**src/rtl/if_stage.sv**
```systemverilog
// Instruction-fetch stage: sync-SRAM fetch, one-entry stall buffer, edge-detected branch redirect.
// Define IF_ADEF_CHK_EN to flag misaligned fetch addresses and substitute a trap instruction.
module if_stage (
  input  logic        clk,
  input  logic        reset,
  input  logic        id_allowin,
  input  logic        br_taken,
  input  logic [31:0] br_target,
  output logic        if_to_id_valid,
  output logic [31:0] if_inst,
  output logic [31:0] if_pc,
  output logic        if_excp_adef,
  output logic        inst_sram_en,
  output logic [3:0]  inst_sram_we,
  output logic [31:0] inst_sram_addr,
  output logic [31:0] inst_sram_wdata,
  input  logic [31:0] inst_sram_rdata
);

  localparam logic [31:0] RESET_PC  = 32'h1bff_fffc;
  localparam logic [31:0] ADEF_INST = 32'h0340_0000;

  logic        if_valid_q, if_valid_d;
  logic [31:0] if_pc_q, if_pc_d;
  logic        br_pend_q, br_pend_d;
  logic [31:0] br_pend_target_q, br_pend_target_d;
  logic        inst_buf_valid_q, inst_buf_valid_d;
  logic [31:0] inst_buf_q, inst_buf_d;
  logic        br_taken_q, br_taken_d;
  logic        adef_q, adef_d;

  logic        br_new;
  logic        if_allowin;
  logic        fetch;
  logic        cancel;
  logic [31:0] seq_pc;
  logic [31:0] nextpc;

  // A held br_taken redirects only once, on its rising edge.
  assign br_new     = br_taken & ~br_taken_q;
  assign if_allowin = ~if_valid_q | id_allowin;
  assign fetch      = ~reset & if_allowin;
  assign cancel     = ~if_allowin & br_new;
  assign seq_pc     = if_pc_q + 32'd4;
  assign nextpc     = br_new ? br_target : (br_pend_q ? br_pend_target_q : seq_pc);

  always_comb begin
    if_valid_d       = if_valid_q;
    if_pc_d          = if_pc_q;
    br_pend_d        = br_pend_q;
    br_pend_target_d = br_pend_target_q;
    inst_buf_valid_d = inst_buf_valid_q;
    inst_buf_d       = inst_buf_q;
    br_taken_d       = br_taken;
    adef_d           = adef_q;

    if (fetch) begin
      if_valid_d = 1'b1;
      if_pc_d    = nextpc;
      br_pend_d  = 1'b0;
`ifdef IF_ADEF_CHK_EN
      adef_d     = (nextpc[1:0] != 2'b00);
`endif
    end else if (cancel) begin
      if_valid_d       = 1'b0;
      br_pend_d        = 1'b1;
      br_pend_target_d = br_target;
    end

    // SRAM rdata is only valid the cycle after a fetch, so capture it on the first stall cycle.
    if (cancel) begin
      inst_buf_valid_d = 1'b0;
      inst_buf_d       = 32'd0;
    end else if (if_valid_q & id_allowin) begin
      inst_buf_valid_d = 1'b0;
    end else if (if_valid_q & ~id_allowin & ~inst_buf_valid_q) begin
      inst_buf_valid_d = 1'b1;
      inst_buf_d       = inst_sram_rdata;
    end
  end

  // NOTE: state registers use non-blocking assignments so every flop samples pre-edge values.
  always_ff @(posedge clk) begin
    if (reset) begin
      if_valid_q       <= 1'b0;
      if_pc_q          <= RESET_PC;
      br_pend_q        <= 1'b0;
      br_pend_target_q <= 32'd0;
      inst_buf_valid_q <= 1'b0;
      inst_buf_q       <= 32'd0;
      br_taken_q       <= 1'b0;
      adef_q           <= 1'b0;
    end else begin
      if_valid_q       <= if_valid_d;
      if_pc_q          <= if_pc_d;
      br_pend_q        <= br_pend_d;
      br_pend_target_q <= br_pend_target_d;
      inst_buf_valid_q <= inst_buf_valid_d;
      inst_buf_q       <= inst_buf_d;
      br_taken_q       <= br_taken_d;
      adef_q           <= adef_d;
    end
  end

  assign if_to_id_valid  = if_valid_q;
  assign if_pc           = if_pc_q;
  assign if_excp_adef    = adef_q;
  assign if_inst         = adef_q ? ADEF_INST : (inst_buf_valid_q ? inst_buf_q : inst_sram_rdata);
  assign inst_sram_en    = fetch;
  assign inst_sram_we    = 4'd0;
  assign inst_sram_addr  = nextpc;
  assign inst_sram_wdata = 32'd0;

endmodule

```
**config.mk**
```make
export PLATFORM = sky130hd
export DESIGN_NAME = if_stage
export DESIGN_NICKNAME = d
export VERILOG_FILES = /design/src/rtl/if_stage.sv
export SDC_FILE = /design/constraint.sdc
export NUM_CORES = 1
export LEC_CHECK = 0
export BUFFER_PORTS_ARGS = -buffer_cell sky130_fd_sc_hd__buf_2
export CAP_MARGIN = 40
export CORE_MARGIN = 1.5
export CORE_UTILIZATION = 47
export DETAILED_ROUTE_END_ITERATION = 7
export GPL_TIMING_DRIVEN = 0
export PLACE_DENSITY_LB_ADDON = 0.1
export SLEW_MARGIN = 20
export SYNTH_ARGS = -nofsm -noshare
export SYNTH_HDL_FRONTEND = slang
export SYNTH_SLANG_ARGS = --single-unit
export TNS_END_PERCENT = 30
```
**constraint.sdc**
```tcl
create_clock -name clk -period 2.39 [get_ports clk]
set_input_delay 0.1195 -clock clk [delete_from_list [all_inputs] [get_ports clk]]
set_output_delay 0.1195 -clock clk [all_outputs]
set_load 0.03 [all_outputs]
```
# == After elaboration in Yosys (flattened, before gate mapping) ==
# Index checks and enable logic that the tools add are counted.
# word_totals
wordCells,34
reg_bits,100
# op_classes
n_reduce_logical,6
addsub,1
mux,5
n_bitwise,15
# ops
operator,n
$mux 32,3
$add 32x3->32 const B,1
$not 1->1,8
$and 1x1->1,6
$reduce_and 2->1,2
$reduce_or 2->1,2
$reduce_or 3->1,1
$mux 1,2
$reduce_bool 2->1,1
$or 1x1->1,1

# == Depth between registers and ports, before layout ==
# logic_depth
word_depth,6
mapped_depth,8
ltp_nobuf,6

# == Least setup slack after synthesis ==
# No wires, ideal clock.
# synth_timing
path_kind,reg-to-output
startpoint,"reg if_pc_q[2], in the netlist if_pc[2]"
endpoint,out inst_sram_addr[18]
path_slack_ns,-0.398
path_buffers,0
stages_incl_launch_ff,7
arrival_time_ns,2.669
path_cell_list,dfxtp_1 ha_1 nand4_1 nor4_2 nand4_1 xor2_1 o21ai_0
# synth_between
elab_chain_cells,3
# synth_rtl
element,line_no,rtl
from (decl),24,"logic [31:0] if_pc_q, if_pc_d;"
from (signal assigned),95,if_pc_q <= if_pc_d;
$add 32x3->32,44,assign seq_pc = if_pc_q + 32'd4;
$mux 32 (2 in a row),45,assign nextpc = br_new ? br_target : (br_pend_q ? br_pend_target_q : seq_pc);
to (decl),15,"output logic [31:0] inst_sram_addr,"
# Every way passes these cells.

# == Worst setup path in the final report ==
# layout_timing
startpoint,"reg if_pc_q[7], in the netlist if_pc[7]"
endpoint,out inst_sram_addr[31]
# Same word-level chain as after synthesis.

==> impl_metrics.json <==
{
  "drc": 0,
  "wl_per_cell_um": 15.6,
  "period_share_pct": 108,
  "synth_ff_type": "dfxtp_1",
  "synth_cells": 747,
  "grt_start_max_net_pins": 21,
  "synth_edf_count": 0,
  "switching_share_pct": 38.2,
  "yosysSeqAreaShare_pct": 35.3,
  "grt_use_total_pct": 26.9,
  "die_y_um": 113,
  "grt_pass1_vias": 5341,
  "clkPwrFrac_pct": 29.0,
  "synthToLayoutAreaGrowth_pct": 35.1,
  "drtAntennaViolNets": 0,
  "finClkSkew_ns": 0.00830,
  "overflow": 0,
  "fin_nets": 1058,
  "worstPathRequired_ns": 2.27,
  "power.leakage_uw": 0.00337,
  "grt_first_pass_wirelength_mm": 27.1,
  "mappedNetlistArea_mm2": 0.00567,
  "p_seq_share_pct": 36.9,
  "port_buffers": 165,
  "worst_slack_ns": -0.195,
  "cts.sinks": 100,
  "finalSetupViolCount": 4,
  "synth_xor_area_share_pct": 3.40,
  "clock_path_buffers": 2,
  "insertion_delay_ns": 0.36,
  "fp-row-count": 39,
  "start_util_pct": 48.8,
  "synthMuxAreaShare_pct": 8.14,
  "synth_top_family_by_area": "simple AND/OR/NAND/NOR gates",
  "ys_types": 54,
  "wl_met3_mm": 1.69,
  "p_switching_uw": 1950,
  "clk_pin_slew_worst_paths_ns": 0.08,
  "irDropWorstVdd_mv": 0.513,
  "core_area_mm2": 0.0116,
  "gp_congestion": 0.934,
  "drv_cap": 0,
  "drt-initial-drc-count": 544,
  "relSlewSlack_pct": 49.4,
  "met2_length_mm": 7.87,
  "highest_layer": "met4",
  "antenna_found_initial": 1,
  "synth-simple-area-share_pct": 26.2,
  "wirelength_mm": 17.8,
  "layout-drive-gt1-share_pct": 35.4,
  "ys_ff_latch": 100,
  "tightest_slew_ns": 0.756,
  "status": "finished with violations",
  "violations": "setup timing",
  "hold_viol_final": 0,
  "timing.fmax_ghz": 0.387,
  "synth_compound_area_share_pct": 17.4,
  "slew_violations": 0,
  "die-area_mm2": 0.0127,
  "worstPathArrival_ns": 2.47,
  "syn_area_per_cell_um2": 7.59,
  "path_max_fanout": 6,
  "num_vias": 6163,
  "stdcell_area_mm2": 0.00766,
  "io_pins": 203,
  "drt-met1-wl_mm": 7.86,
  "post-route-min-period_ns": 2.59,
  "place_area_mm2": 0.00683,
  "p_total_uw": 5100,
  "critPathKind": "register to output port",
  "routed_via_density": 5.42,
  "p_comb_share_pct": 34.0,
  "cts_buffers": 9,
  "rsz0062_at_grt": "yes",
  "die_w_um": 113,
  "yosysWarnings": 0,
  "place_hpwl_mm": 12.9,
  "cts_max_level": 3,
  "p_int_uw": 3150,
  "clock_tree.root_cell": "clkbuf_16",
  "p_per_area_mw_per_mm2": 666,
  "dr.pass1.iters": 5,
  "hold_class": "input port to register",
  "cts_tree": "built",
  "cp-end-kind": "output port",
  "postSynth.asyncResetShare_pct": 0,
  "yosys.area_share.adder_pct": 0.221,
  "start_kind": "register"
}
==> kinds of logic after synthesis <==
group	count (synthesis)
AOI/OAI and AO/OA	168
other	1
DFF	100
xor gates and xnor gates	22
buffers and inverters	100
and+or+nand+nor	313
adders and majority gates	1
muxes	42
==> power groups by stage <==
stage | registers [uW] | clock network (uW) | logic, uW
final | 1880 | 1480 | 1740
after global routing | 1900 | 1560 | 1850
after CTS | 1870 | 1510 | 1640
after detailed placement | 1900 | 0 | 1520
after global placement | 1900 | 0 | 1520
after floorplan | 1990 | 0 | 999
==> Yosys cell counts, drive strengths merged (6+ instances only) <==
| library cell | count | share of area, % |
|---|---|---|
| a21o | 10 | 1.3 |
| buf | 45 | 5.6 |
| nor4 | 8 | 0.99 |
| xor2 | 17 | 2.6 |
| and4 | 7 | 1.1 |
| and3 | 20 | 2.3 |
| nand2 | 176 | 12 |
| o21ai | 31 | 2.7 |
| a221o | 6 | 1.1 |
| a31oi | 9 | 0.99 |
| dfxtp | 100 | 35 |
| nand3 | 17 | 1.5 |
| a21oi | 88 | 7.8 |
| nand2b | 6 | 0.66 |
| mux2i | 9 | 1.6 |
| clkbuf | 50 | 3.3 |
| mux2 | 33 | 6.6 |
| nor3 | 11 | 1.1 |
| nor2 | 29 | 1.9 |
| nand4 | 11 | 1.3 |
| or3 | 7 | 0.77 |
==> layer usage <==
layer | vias up | global-route usage (%)
li1 | 3015 | -
met1 | 2792 | 36.9
met2 | 322 | 40.9
met3 | 34 | 7.77
met4 | 0 | 8.95
met5 | - | 0
==> area by class of cell <==
cell class              instances  area, um^2
flip-flops and latches        100        2050
inverters                       5        20.0
fillers                      1076        3960
clock inverters                 7        75.1
diodes                          1        2.50
clock buffers                   9         225
well taps                     143         179
repair buffers                197        1110
multi-input cells             583        3430
plain buffers                  93         562
==> registers in the layout, indices dropped and copies added, names as in the netlist <==
name / count
br_taken_q: 1
br_pend_target_q: 32
inst_buf_valid_q: 1
if_to_id_valid: 1
br_pend_q: 1
if_pc: 32
inst_buf_q: 32
==> layout by cell type, fill, tap and decap left out, types with 12 or more instances in the layout <==
cell type  instances
dfxtp_1           79
clkbuf_2          12
a21oi_1           86
nand2_1          173
buf_4             68
o21ai_0           24
conb_1            37
buf_2            159
clkbuf_1          31
mux2_2            33
nor2_1            29
dfxtp_2           12
nand3_1           15
and3_1            19
xor2_1            17
==> timing repair <==
action / 4_1_cts / 5_1_grt
endpoints found under the setup margin: 82 / 65
resized for setup: 59 / 63
buffers inserted: 13 / 14
hold endpoints to repair: 7 / 0
hold buffers: 7 / 0
pin swaps: 8 / 9
==> worst paths after layout <==
check | startpoint | to | slack (ns) | depth (start not counted)
max | if_pc[7] | inst_sram_addr[31] | -0.20 | 7
max reg2reg | if_pc[7] | if_pc[31] | 0.12 | 7
min | br_target[11] | br_pend_target_q[11] | 0.006 | 3
min reg2reg | br_pend_target_q[22] | br_pend_target_q[22] | 0.45 | 2
==> through the flow <==
| step | std cells | util [%] | setup TNS (ns) | setup WS [ns] | hold WS [ns] |
|---|---|---|---|---|---|
| CTS | 1126 | 64.1 | -0.689 | -0.193 | 0.000595 |
| floorplan | 783 | - | -0.840 | -0.145 | 0.248 |
| detailed placement | 1091 | 58.8 | -9.02 | -0.230 | 0.377 |
| global placement | 1091 | 58.8 | -8.76 | -0.289 | 0.373 |
| finish | 1138 | 65.9 | -0.284 | -0.195 | 0.00646 |
| global route | 1137 | 65.9 | -0.928 | -0.225 | 0.00872 |
==> worst max-delay path, stage by stage (launching register included) <==
cell and delay (ns):
dfxtp_2 0.34, buf_6 0.12, nand4_4 0.12, or4b_4 0.59, or3_4 0.39, and3_4 0.19
nand3b_1 0.19, buf_6 0.17
No activity file was read; power rests on OpenSTA's default activity.
